### src/rtl/control_sequencer_pkg.sv
// Shared type definitions for the accumulator CPU: instruction opcodes
// (also used by the ALU) and the eight sequencer phases.
package typedefs;

    typedef enum logic [2:0] {
        HLT = 3'd0,
        SKZ = 3'd1,
        ADD = 3'd2,
        AND = 3'd3,
        XOR = 3'd4,
        LDA = 3'd5,
        STO = 3'd6,
        JMP = 3'd7
    } opcode_t;

    typedef enum logic [2:0] {
        INST_ADDR  = 3'd0,
        INST_FETCH = 3'd1,
        INST_LOAD  = 3'd2,
        IDLE       = 3'd3,
        OP_ADDR    = 3'd4,
        OP_FETCH   = 3'd5,
        ALU_OP     = 3'd6,
        STORE      = 3'd7
    } state_t;

endpackage

### src/rtl/control_sequencer.sv
// Eight-phase fetch/execute sequencer for the 8-bit accumulator CPU.
// A free-running phase counter walks the instruction cycle; the strobes
// for PC, IR, accumulator and memory are decoded combinationally from
// the current phase and opcode, so they follow opcode changes within
// the same cycle.
module control_sequencer
    import typedefs::*;
(
    input  logic    clk,
    input  logic    rst,
    input  opcode_t opcode,
    input  logic    zero,
    output logic    mem_rd,
    output logic    load_ir,
    output logic    halt,
    output logic    inc_pc,
    output logic    load_ac,
    output logic    load_pc,
    output logic    mem_wr,
    output state_t  phase
);

    state_t phase_next;
    logic   aluop;
    logic   hltop;
    logic   skzop;
    logic   jmpop;
    logic   stoop;
    logic   skz_taken;

    // Phase register; reset wins over advancement and parks on INST_ADDR.
    always_ff @(posedge clk) begin
        if (rst) begin
            phase <= INST_ADDR;
        end else begin
            phase <= phase_next;
        end
    end

    // Next phase: a fixed ring with no branches, wrapping after STORE.
    always_comb begin
        phase_next = INST_ADDR;
        case (phase)
            INST_ADDR:  phase_next = INST_FETCH;
            INST_FETCH: phase_next = INST_LOAD;
            INST_LOAD:  phase_next = IDLE;
            IDLE:       phase_next = OP_ADDR;
            OP_ADDR:    phase_next = OP_FETCH;
            OP_FETCH:   phase_next = ALU_OP;
            ALU_OP:     phase_next = STORE;
            STORE:      phase_next = INST_ADDR;
            default:    phase_next = INST_ADDR;
        endcase
    end

    // Opcode decode; an unknown opcode falls to the default and leaves
    // every opcode-dependent term low.
    always_comb begin
        aluop     = 1'b0;
        hltop     = 1'b0;
        skzop     = 1'b0;
        jmpop     = 1'b0;
        stoop     = 1'b0;
        skz_taken = 1'b0;
        case (opcode)
            HLT:     hltop = 1'b1;
            SKZ:     skzop = 1'b1;
            ADD:     aluop = 1'b1;
            AND:     aluop = 1'b1;
            XOR:     aluop = 1'b1;
            LDA:     aluop = 1'b1;
            STO:     stoop = 1'b1;
            JMP:     jmpop = 1'b1;
            default: aluop = 1'b0;
        endcase
        if (skzop && (zero == 1'b1)) begin
            skz_taken = 1'b1;
        end
    end

    // Per-phase strobe decode; zero is only consulted in ALU_OP, so a
    // changing flag elsewhere in the cycle cannot disturb the outputs.
    always_comb begin
        mem_rd  = 1'b0;
        load_ir = 1'b0;
        halt    = 1'b0;
        inc_pc  = 1'b0;
        load_ac = 1'b0;
        load_pc = 1'b0;
        mem_wr  = 1'b0;
        unique case (phase)
            INST_ADDR: begin
            end
            INST_FETCH: begin
                mem_rd = 1'b1;
            end
            INST_LOAD: begin
                mem_rd  = 1'b1;
                load_ir = 1'b1;
            end
            IDLE: begin
                mem_rd  = 1'b1;
                load_ir = 1'b1;
            end
            OP_ADDR: begin
                inc_pc = 1'b1;
                halt   = hltop;
            end
            OP_FETCH: begin
                mem_rd = aluop;
            end
            ALU_OP: begin
                mem_rd  = aluop;
                load_ac = aluop;
                inc_pc  = skz_taken;
                load_pc = jmpop;
            end
            STORE: begin
                mem_rd  = aluop;
                load_ac = aluop;
                inc_pc  = jmpop;
                load_pc = jmpop;
                mem_wr  = stoop;
            end
        endcase
    end

endmodule
### config.mk
export PLATFORM = sky130hd
export DESIGN_NAME = control_sequencer
export DESIGN_NICKNAME = d
export VERILOG_FILES = /design/src/rtl/control_sequencer_pkg.sv /design/src/rtl/control_sequencer.sv
export SDC_FILE = /design/constraint.sdc
export NUM_CORES = 1
export LEC_CHECK = 0
export BUFFER_PORTS_ARGS = -buffer_cell sky130_fd_sc_hd__buf_2
export CORE_AREA = 2 2 39 41
export CTS_BUF_LIST = sky130_fd_sc_hd__clkbuf_8
export DETAILED_ROUTE_END_ITERATION = 16
export DIE_AREA = 0 0 41 43
export SKIP_CTS_REPAIR_TIMING = 1
export SLEW_MARGIN = 20
export SYNTH_ARGS = -nofsm -noshare
export SYNTH_HDL_FRONTEND = slang
export SYNTH_SLANG_ARGS = --single-unit
export TNS_END_PERCENT = 50
### constraint.sdc
create_clock -name clk -period 2 [get_ports clk]
set_input_delay 0.1 -clock clk [delete_from_list [all_inputs] [get_ports clk]]
set_output_delay 0.1 -clock clk [all_outputs]
set_load 0.05 [all_outputs]
* Word-level counts from Yosys, hierarchy flattened
Memories as Yosys holds them, arrays and structs flattened. A register that Yosys moved wholly into a read port is not among the register bits. Index checks and enable logic that the tools add are counted. W data, S select, Z words.
Word-level totals: register bits 0, bits in read-only memories 24, input port bits 6, output and inout port bits 10, word-level logic and storage cells 35, memories 1
Memory list:
- (name not given) | words 8, width 3, read ports 1, clocked after Yosys merged registers in 1, wr ports 0, RTL line control_sequencer.sv:43 | case (phase)
Cells by class: equal/unequal tests 14, muxes and demuxes 13, reduce and logical (&&, ||, !) cells 7
Operator list (count):
- $eq A3 B3 Y1 const B | 8
- $eq A3 B2 Y1 const B | 4
- $mux W1 | 11
- $eq A3 B1 Y1 const B | 2
- $reduce_or A3 Y1 | 2
- $reduce_or A2 Y1 | 2
- $reduce_or A4 Y1 | 1
- $logic_not A3 Y1 | 1
- $pmux W1 S3 | 1
- $pmux W1 S2 | 1
- $logic_and A1 B1 Y1 | 1

* Longest topological paths before layout
Gate-level depths: netlist of the first run.
depth in word-level cells 5, depth in mapped cells 4

* Least setup slack after synthesis of the first run
OpenSTA, ideal clock, no wires.
path kind register to output, start register phase[1], end output port inc_pc, arrival 2.349 ns, data required time 1.900 ns, setup slack -0.449 ns, stages on the path, launching flop included 5, cells stage by stage dfxtp_1 -> ha_1 -> and3_2 -> a31oi_1 -> o21ai_0
Between the ends: word-level cells in the longest chain between the ends 2, elaborated cells between the ends (all ways) 4, those cells by class eq/ne (3); mux (1)
Ends and longest elaborated chain:
- start, declared | RTL line control_sequencer.sv:20 | output state_t phase
- $eq A3 B3 Y1 | RTL line control_sequencer.sv:91 | unique case (phase)
- $pmux W1 S3 * | RTL line control_sequencer.sv:91
- end, declared | RTL line control_sequencer.sv:16 | output logic inc_pc,
Every way passes the cells marked *; elsewhere a longest branch is shown, timed or not.

* Final worst setup path of the first run
start register phase[1], end output port mem_rd
Between the ends: word-level cells in the longest chain between the ends 3, elaborated cells between the ends (all ways) 9, those cells by class eq/ne (6); mux (1); reduce/logical (2)
Ends and longest elaborated chain:
- $eq A3 B3 Y1, or another cell as far along | RTL line control_sequencer.sv:91
- $reduce_or A3 Y1 (no line)
- $pmux W1 S2 * | RTL line control_sequencer.sv:91
- end, declared | RTL line control_sequencer.sv:13 | output logic mem_rd,
Marks and branches as above.

==> implementation parameters, run 1 <==
Parameter                              Value

Min path
  Worst hold path class    input port to register

Clocking
  Maximum level of the CTS H-tree    1
  Worst-skew pair later-pin latency    0.21 ns
  Clock Pin Slew Worst Setup and Hold Paths    0.03 ns
  Clock tree sinks    3
  Clock buffer depth    2
  CTS tree    yes
  Cell chosen for the clock root    clkbuf_8
  CTS buffer count    3

Floorplanning
  Number of top-level design ports    16
  Core Box Area    1380 sq um
  Die span in x    41 microns
  Die Y-Extent    43 microns
  Std-Cell Rows    14
  Die footprint    1760 sq um
  Starting Density    18.6%

STA
  RSZ-0062 raised after global routing    false
  Relative slew margins    75.6%
  Upper clock frequency limit    599 MHz
  Min cycle time layout    1.67 ns
  Worst-case clock skew    0.000405 ns
  Setup slack of the critical path after layout    0.332 ns
  Endpoints failing hold    0
  Hold slack final    0.0740 ns
  Number of endpoints failing setup at the final stage    0
  Period Utilization, post-route    83.4%
  Max Transition Viols Final    0
  Slew of the pin with the lowest slew margin    0.365 ns

GRT
  Global-route wire length before repair    972 microns
  Antenna violations before repair    0
  Remaining global-route overflow    0
  Maximum number of pins on one net before global-route repair    13
  GR Util All Layers    8.62%
  Vias in the first global route    254

Route
  Average routed wire per standard cell    9.18 microns
  Pre-Repair DR Iteration Count    2
  Wire length reported by the detailed router    624 microns
  Number of nets with antenna violations after routing    0
  Via count of the routed design    294
  Post-DR vias/cell    4.32
  Post-detailed-route DRC marker count    0
  Number of DRC markers after the initial detailed-route iteration    4

Place
  Gpl congestion    0.709
  Worst setup slack after placement    0.550 ns
  Post-detailed-placement half-perimeter wirelength    484 microns
  Total placed instance area    353 sq um
  Quantity of I/O buffers inserted on ports    15

Finish
  Synthesis-to-finish area growth    54.4%
  Register with the highest flop count    phase
  Flip-flop count of the largest register, all copies and words added    3
  Fillcell total    156
  Total Nets Final    63
  Layout cells sized above 1    42.3%
  Total inserted antenna cells    0
  Final instance area    398 sq um
  Largest registers    phase (3)

Yosys
  Most instantiated cells after synthesis    4 x ha_1, 4 x nor2_1, 3 x dfxtp_1, 3 x nand2_1
  Post-synth EDFFs    0
  Cell variety after synth    18
  Async set or reset register ratio after synthesis    0%
  Yosys top cell by area    dfxtp_1
  Count of state elements after synthesis    3
  Syn. warnings    0
  Main area contributors after synthesis    dfxtp_1 23%, ha_1 19%, and3_2 5.8%, nor2_1 5.8%, nand2_1 4.4%
  Commonest register cell after synthesis    dfxtp_1
  Cell area after technology mapping    258 sq um
  Seq/Total Area, Yosys    23.3%
  Synthesized Nets    44
  Mean instance size in the synthesized netlist    7.58 sq um
  Top-area cell type share of the netlist area    23.3%
  Gate count of the mapped netlist    34

Worst setup path
  Startpoint Class    register
  Data required time at the worst endpoint    1.90 ns
  Arrival time reported for the critical path endpoint    1.57 ns
  WS Path Type    register to output port
  Critical Path End Type    output port
  Crit-path max FO    8

Power
  Maximum vdd drop    520 uV
  Lkg Pwr    0.208 nW
  Total power density per cell area    1040 nW/um^2

Run
  Number of maximum-capacitance violations    0

Outcome
  Status    finished clean
## critical path: stages (launching register included)
cell	delay (ns)
dfxtp_1	0.46
inv_1	0.12
ha_1	0.21
o31ai_1	0.23
a21oi_1	0.10
buf_2	0.23
## report_power, final
part | switching [mW] | internal [mW]
sequential | 0.0173 | 0.0691
clock | 0.0372 | 0.130
combinational | 0.114 | 0.0446
total | 0.168 | 0.244
## final timing paths
path                            slack, ns       end  startpoint  depth (start not counted)
worst max-delay path                 0.33    mem_rd    phase[1]                          5
worst max register to register       0.80  phase[0]    phase[1]                          4
worst min-delay path                 0.07  phase[0]         rst                          2
worst min register to register       0.61  phase[0]    phase[0]                          2
## per-layer routing
layer | vias to the layer above | track usage (%) | share of wire, %
met5 | - | 0 | 0
met3 | 4 | 2.09 | 9.9
li1 | 153 | - | -
met1 | 125 | 9.58 | 45
met4 | 0 | 10.0 | 4.0
met2 | 12 | 11.6 | 41
## per-stage QoR
step | total power, mW | util, % | instances | TNS (ns)
floorplan | 0.207 | - | 34 | -0.0751
global route | 0.439 | 28.8 | 68 | 0
finish | 0.412 | 28.8 | 68 | 0
CTS | 0.419 | 28.8 | 68 | 0
detailed placement | 0.246 | 25.5 | 64 | 0
global placement | 0.245 | 25.5 | 64 | 0
## final cells by class
cell class	instances	area (sq um)	share of cell area [%]
Multi-Input combinational cell	28	190	47.8
Timing Repair Buffer	15	75.1	18.9
Sequential cell	3	60.1	15.1
Clock buffer	3	41.3	10.4
Tap cell	16	20.0	5.03
Inverter	2	7.51	1.89
Clock inverter	1	3.75	0.943
## logic make-up (layout without fill, tap and decap cells)
family / count (synthesis) / after routing / synth area share (%)
buffers and inverters: 3 / 21 / 4.85
XOR/XNOR: 2 / 2 / 6.80
adder cells (fa/ha/maj): 4 / 4 / 19.4
AO/OA/AOI/OAI: 6 / 6 / 13.1
AND/OR/NAND/NOR: 16 / 16 / 32.5
flip-flops: 3 / 3 / 23.3
## placed cells by master (no fill, tap or decap)
master    netlist  layout
nand3_1         2       2
o21ai_0         2       1
a21oi_1         2       2
o31ai_1         1       1
clkbuf_8        0       3
nand2_1         3       3
xnor2_1         1       1
o21ai_1         0       1
nor2b_1         1       1
and3_2          2       2
nor3_2          0       1
inv_1           2       3
buf_2           1      15
a31oi_1         1       1
or2_2           1       1
ha_1            4       4
dfxtp_1         3       3
and4b_1         1       1
nor3_1          2       1
xor2_1          1       1
nor2_1          4       4
Power figures use the tool's default switching activity.
==> inputs of run 2 (changes only) <==
==> constraint.sdc (replaced) <==
create_clock -name clk -period 1.5 [get_ports clk]
set_input_delay 0.075 -clock clk [delete_from_list [all_inputs] [get_ports clk]]
set_output_delay 0.075 -clock clk [all_outputs]
set_load 0.05 [all_outputs]
==> run 2 against run 1 <==
Count of clock-buffer cells in the layout unchanged. Total power is 50% higher. Critical path type unchanged. Design area is 24% higher. Non-clock buffer count increased by 2. Sequential power grew 38%. Via count increased by 4.1%.
==> implementation parameters, run 2 (synthesis gave the netlist of run 1 again) <==
Parameter                              Value

Place
  Gpl congestion    0.726 (+2.5%)
  Post-detailed-placement half-perimeter wirelength    526 microns (+8.7%)
  Quantity of I/O buffers inserted on ports    15 (unchanged)
  Worst setup slack after placement    0.139 ns (-0.410 ns)

Finish
  Layout cells sized above 1    63.0% (+21 points)
  Total Nets Final    65 (+3.2%)
  Commonest non-fill, non-tap cells in the layout    12 x buf_2, 3 x inv_1, 3 x nor2_1, 3 x nand2_1, 3 x clkbuf_8
  Most common cell after layout, fill and taps aside    buf_2
  Synthesis-to-finish area growth    90.8%
  Total inserted antenna cells    0 (unchanged)
  Register with the highest flop count    phase
  Flip-flop count of the largest register, all copies and words added    3 (unchanged)
  Fillcell total    164 (+5.1%)
  Largest registers    phase (3)

Route
  Number of nets with antenna violations after routing    0 (unchanged)
  Average routed wire per standard cell    10.4 microns (+13%)
  Number of DRC markers after the initial detailed-route iteration    7 (+3)
  Post-DR vias/cell    4.37 (+1.1%)
  Post-detailed-route DRC marker count    0 (unchanged)
  Wire length reported by the detailed router    725 microns (+16%)
  Pre-Repair DR Iteration Count    4 (+2)
  Via count of the routed design    306 (+4.1%)

Clocking
  Cell chosen for the clock root    clkbuf_8
  Maximum level of the CTS H-tree    1 (unchanged)
  Clock buffer depth    2 (unchanged)
  Worst-skew pair later-pin latency    0.22 ns (about the same)
  Clock Pin Slew Worst Setup and Hold Paths    0.03 ns (about the same)
  Clock tree sinks    3 (unchanged)
  CTS tree    yes
  CTS buffer count    3 (unchanged)

Worst setup path
  Source of the critical timing path    phase[1]
  Arrival time reported for the critical path endpoint    1.38 ns (-0.19 ns)
  Data required time at the worst endpoint    1.42 ns (-0.48 ns)
  WS Path Type    register to output port
  Logic depth of the worst register-to-register path    4 (unchanged)
  Critical register-to-register path endpoint    phase[0]
  Crit-path max FO    7 (-1)
  Startpoint of the most critical register-to-register path    phase[1]
  Startpoint Class    register
  Worst setup path endpoint    mem_wr
  Register-to-register setup slack    0.48 ns (-0.32 ns)
  Critical Path End Type    output port

Floorplanning
  Starting Density    18.6% (unchanged)
  Die Y-Extent    43 microns (unchanged)
  Number of top-level design ports    16 (unchanged)
  Die footprint    1760 sq um (unchanged)
  Core Box Area    1380 sq um (unchanged)
  Die span in x    41 microns (unchanged)
  Std-Cell Rows    14 (unchanged)

Power
  Overall power after layout    617 uW (+50%)
  Maximum vdd drop    733 uV (+41%)
  Total power density per cell area    1250 nW/um^2 (+21%)
  Cell internal power dissipation    364 uW (+49%)
  Net switching power of the design    253 uW (+51%)
  Switching power as a share of total power    41.1% (+0.28 points)
  Lkg Pwr    0.232 nW (+12%)
  Relative contribution of the clock network to total power    37.3% (-3.4 points)
  Portion of total power attributed to combinational logic    43.5% (+5.1 points)
  Sequential group share of total power    19.2% (-1.8 points)

Min path
  Worst hold path class    input port to register

STA
  Total negative slack    0 ns (unchanged)
  Period Utilization, post-route    97.2%
  Max Transition Viols Final    0 (unchanged)
  Endpoints failing hold    0 (unchanged)
  Setup slack of the critical path after layout    0.0415 ns (-0.290 ns)
  Min cycle time layout    1.46 ns
  Number of endpoints failing setup at the final stage    0 (unchanged)
  Worst-case clock skew    0.00259 ns (+0.00218 ns)
  Relative slew margins    80.9% (+5.3 points)
  Slew of the pin with the lowest slew margin    0.286 ns (-0.0796 ns)
  Upper clock frequency limit    686 MHz

GRT
  Maximum number of pins on one net before global-route repair    13 (unchanged)
  Met3 Use GR    4.71% (+2.6 points)
  Global-route wire length before repair    1.18 mm (+21%)
  Antenna violations before repair    0 (unchanged)
  Met2 usage    15.3% (+3.8 points)
  Global route hottest layer    met2
  Grt met1 use    10.6% (+0.99 points)
  Remaining global-route overflow    0 (unchanged)
  GR Util All Layers    10.3% (+1.7 points)
  Vias in the first global route    298 (+17%)

Run
  Number of maximum-capacitance violations    0 (unchanged)

Outcome
  Status    finished clean
-- run 2: worst min path at each step --
stage               from  depth (start not counted)  endpoint  slack [ns]
floorplan            rst                          1  phase[0]        0.14
global route         rst                          2  phase[0]        0.04
detailed placement   rst                          2  phase[0]        0.26
finish               rst                          2  phase[0]        0.04
CTS                  rst                          2  phase[0]        0.03
global placement     rst                          2  phase[0]        0.26
-- run 2: power by group through the flow --
stage / registers, mW / logic, mW / clock network [mW]
final: 0.119 / 0.268 / 0.230
after detailed placement: 0.119 / 0.225 / 0
after global placement: 0.120 / 0.224 / 0
after global routing: 0.123 / 0.284 / 0.243
after floorplan: 0.149 / 0.139 / 0
after CTS: 0.119 / 0.226 / 0.236
-- run 2: layer usage --
layer,vias up,routed length (microns)
met3,2,37
li1,157,-
met4,0,14
met1,135,290
met2,12,383
met5,-,0
-- run 2: metrics by stage --
| step | hold WS (ns) | util [%] | instances | instance area, sq um |
|---|---|---|---|---|
| floorplan | 0.137 | - | 34 | 290 |
| global placement | 0.262 | 28.0 | 65 | 388 |
| detailed placement | 0.260 | 28.0 | 65 | 388 |
| CTS | 0.0323 | 31.3 | 69 | 433 |
| global route | 0.0421 | 35.5 | 70 | 492 |
| finish | 0.0370 | 35.5 | 70 | 492 |
-- run 2: worst max-delay path: stages (launching register included) --
cell and delay, ns:
dfxtp_4 0.37, ha_2 0.18, buf_4 0.14, nand2_1 0.09, nor3_4 0.15, clkbuf_4 0.24
-- run 2: final cells by class --
class	instances	area, sq um	area share (%)
Clock buffer	3	41.3	8.40
Clock inverter	1	3.75	0.763
Inverter	2	7.51	1.53
Multi-Input combinational cell	28	248	50.4
Sequential cell	3	66.3	13.5
Tap cell	16	20.0	4.07
Timing Repair Buffer	17	105	21.4
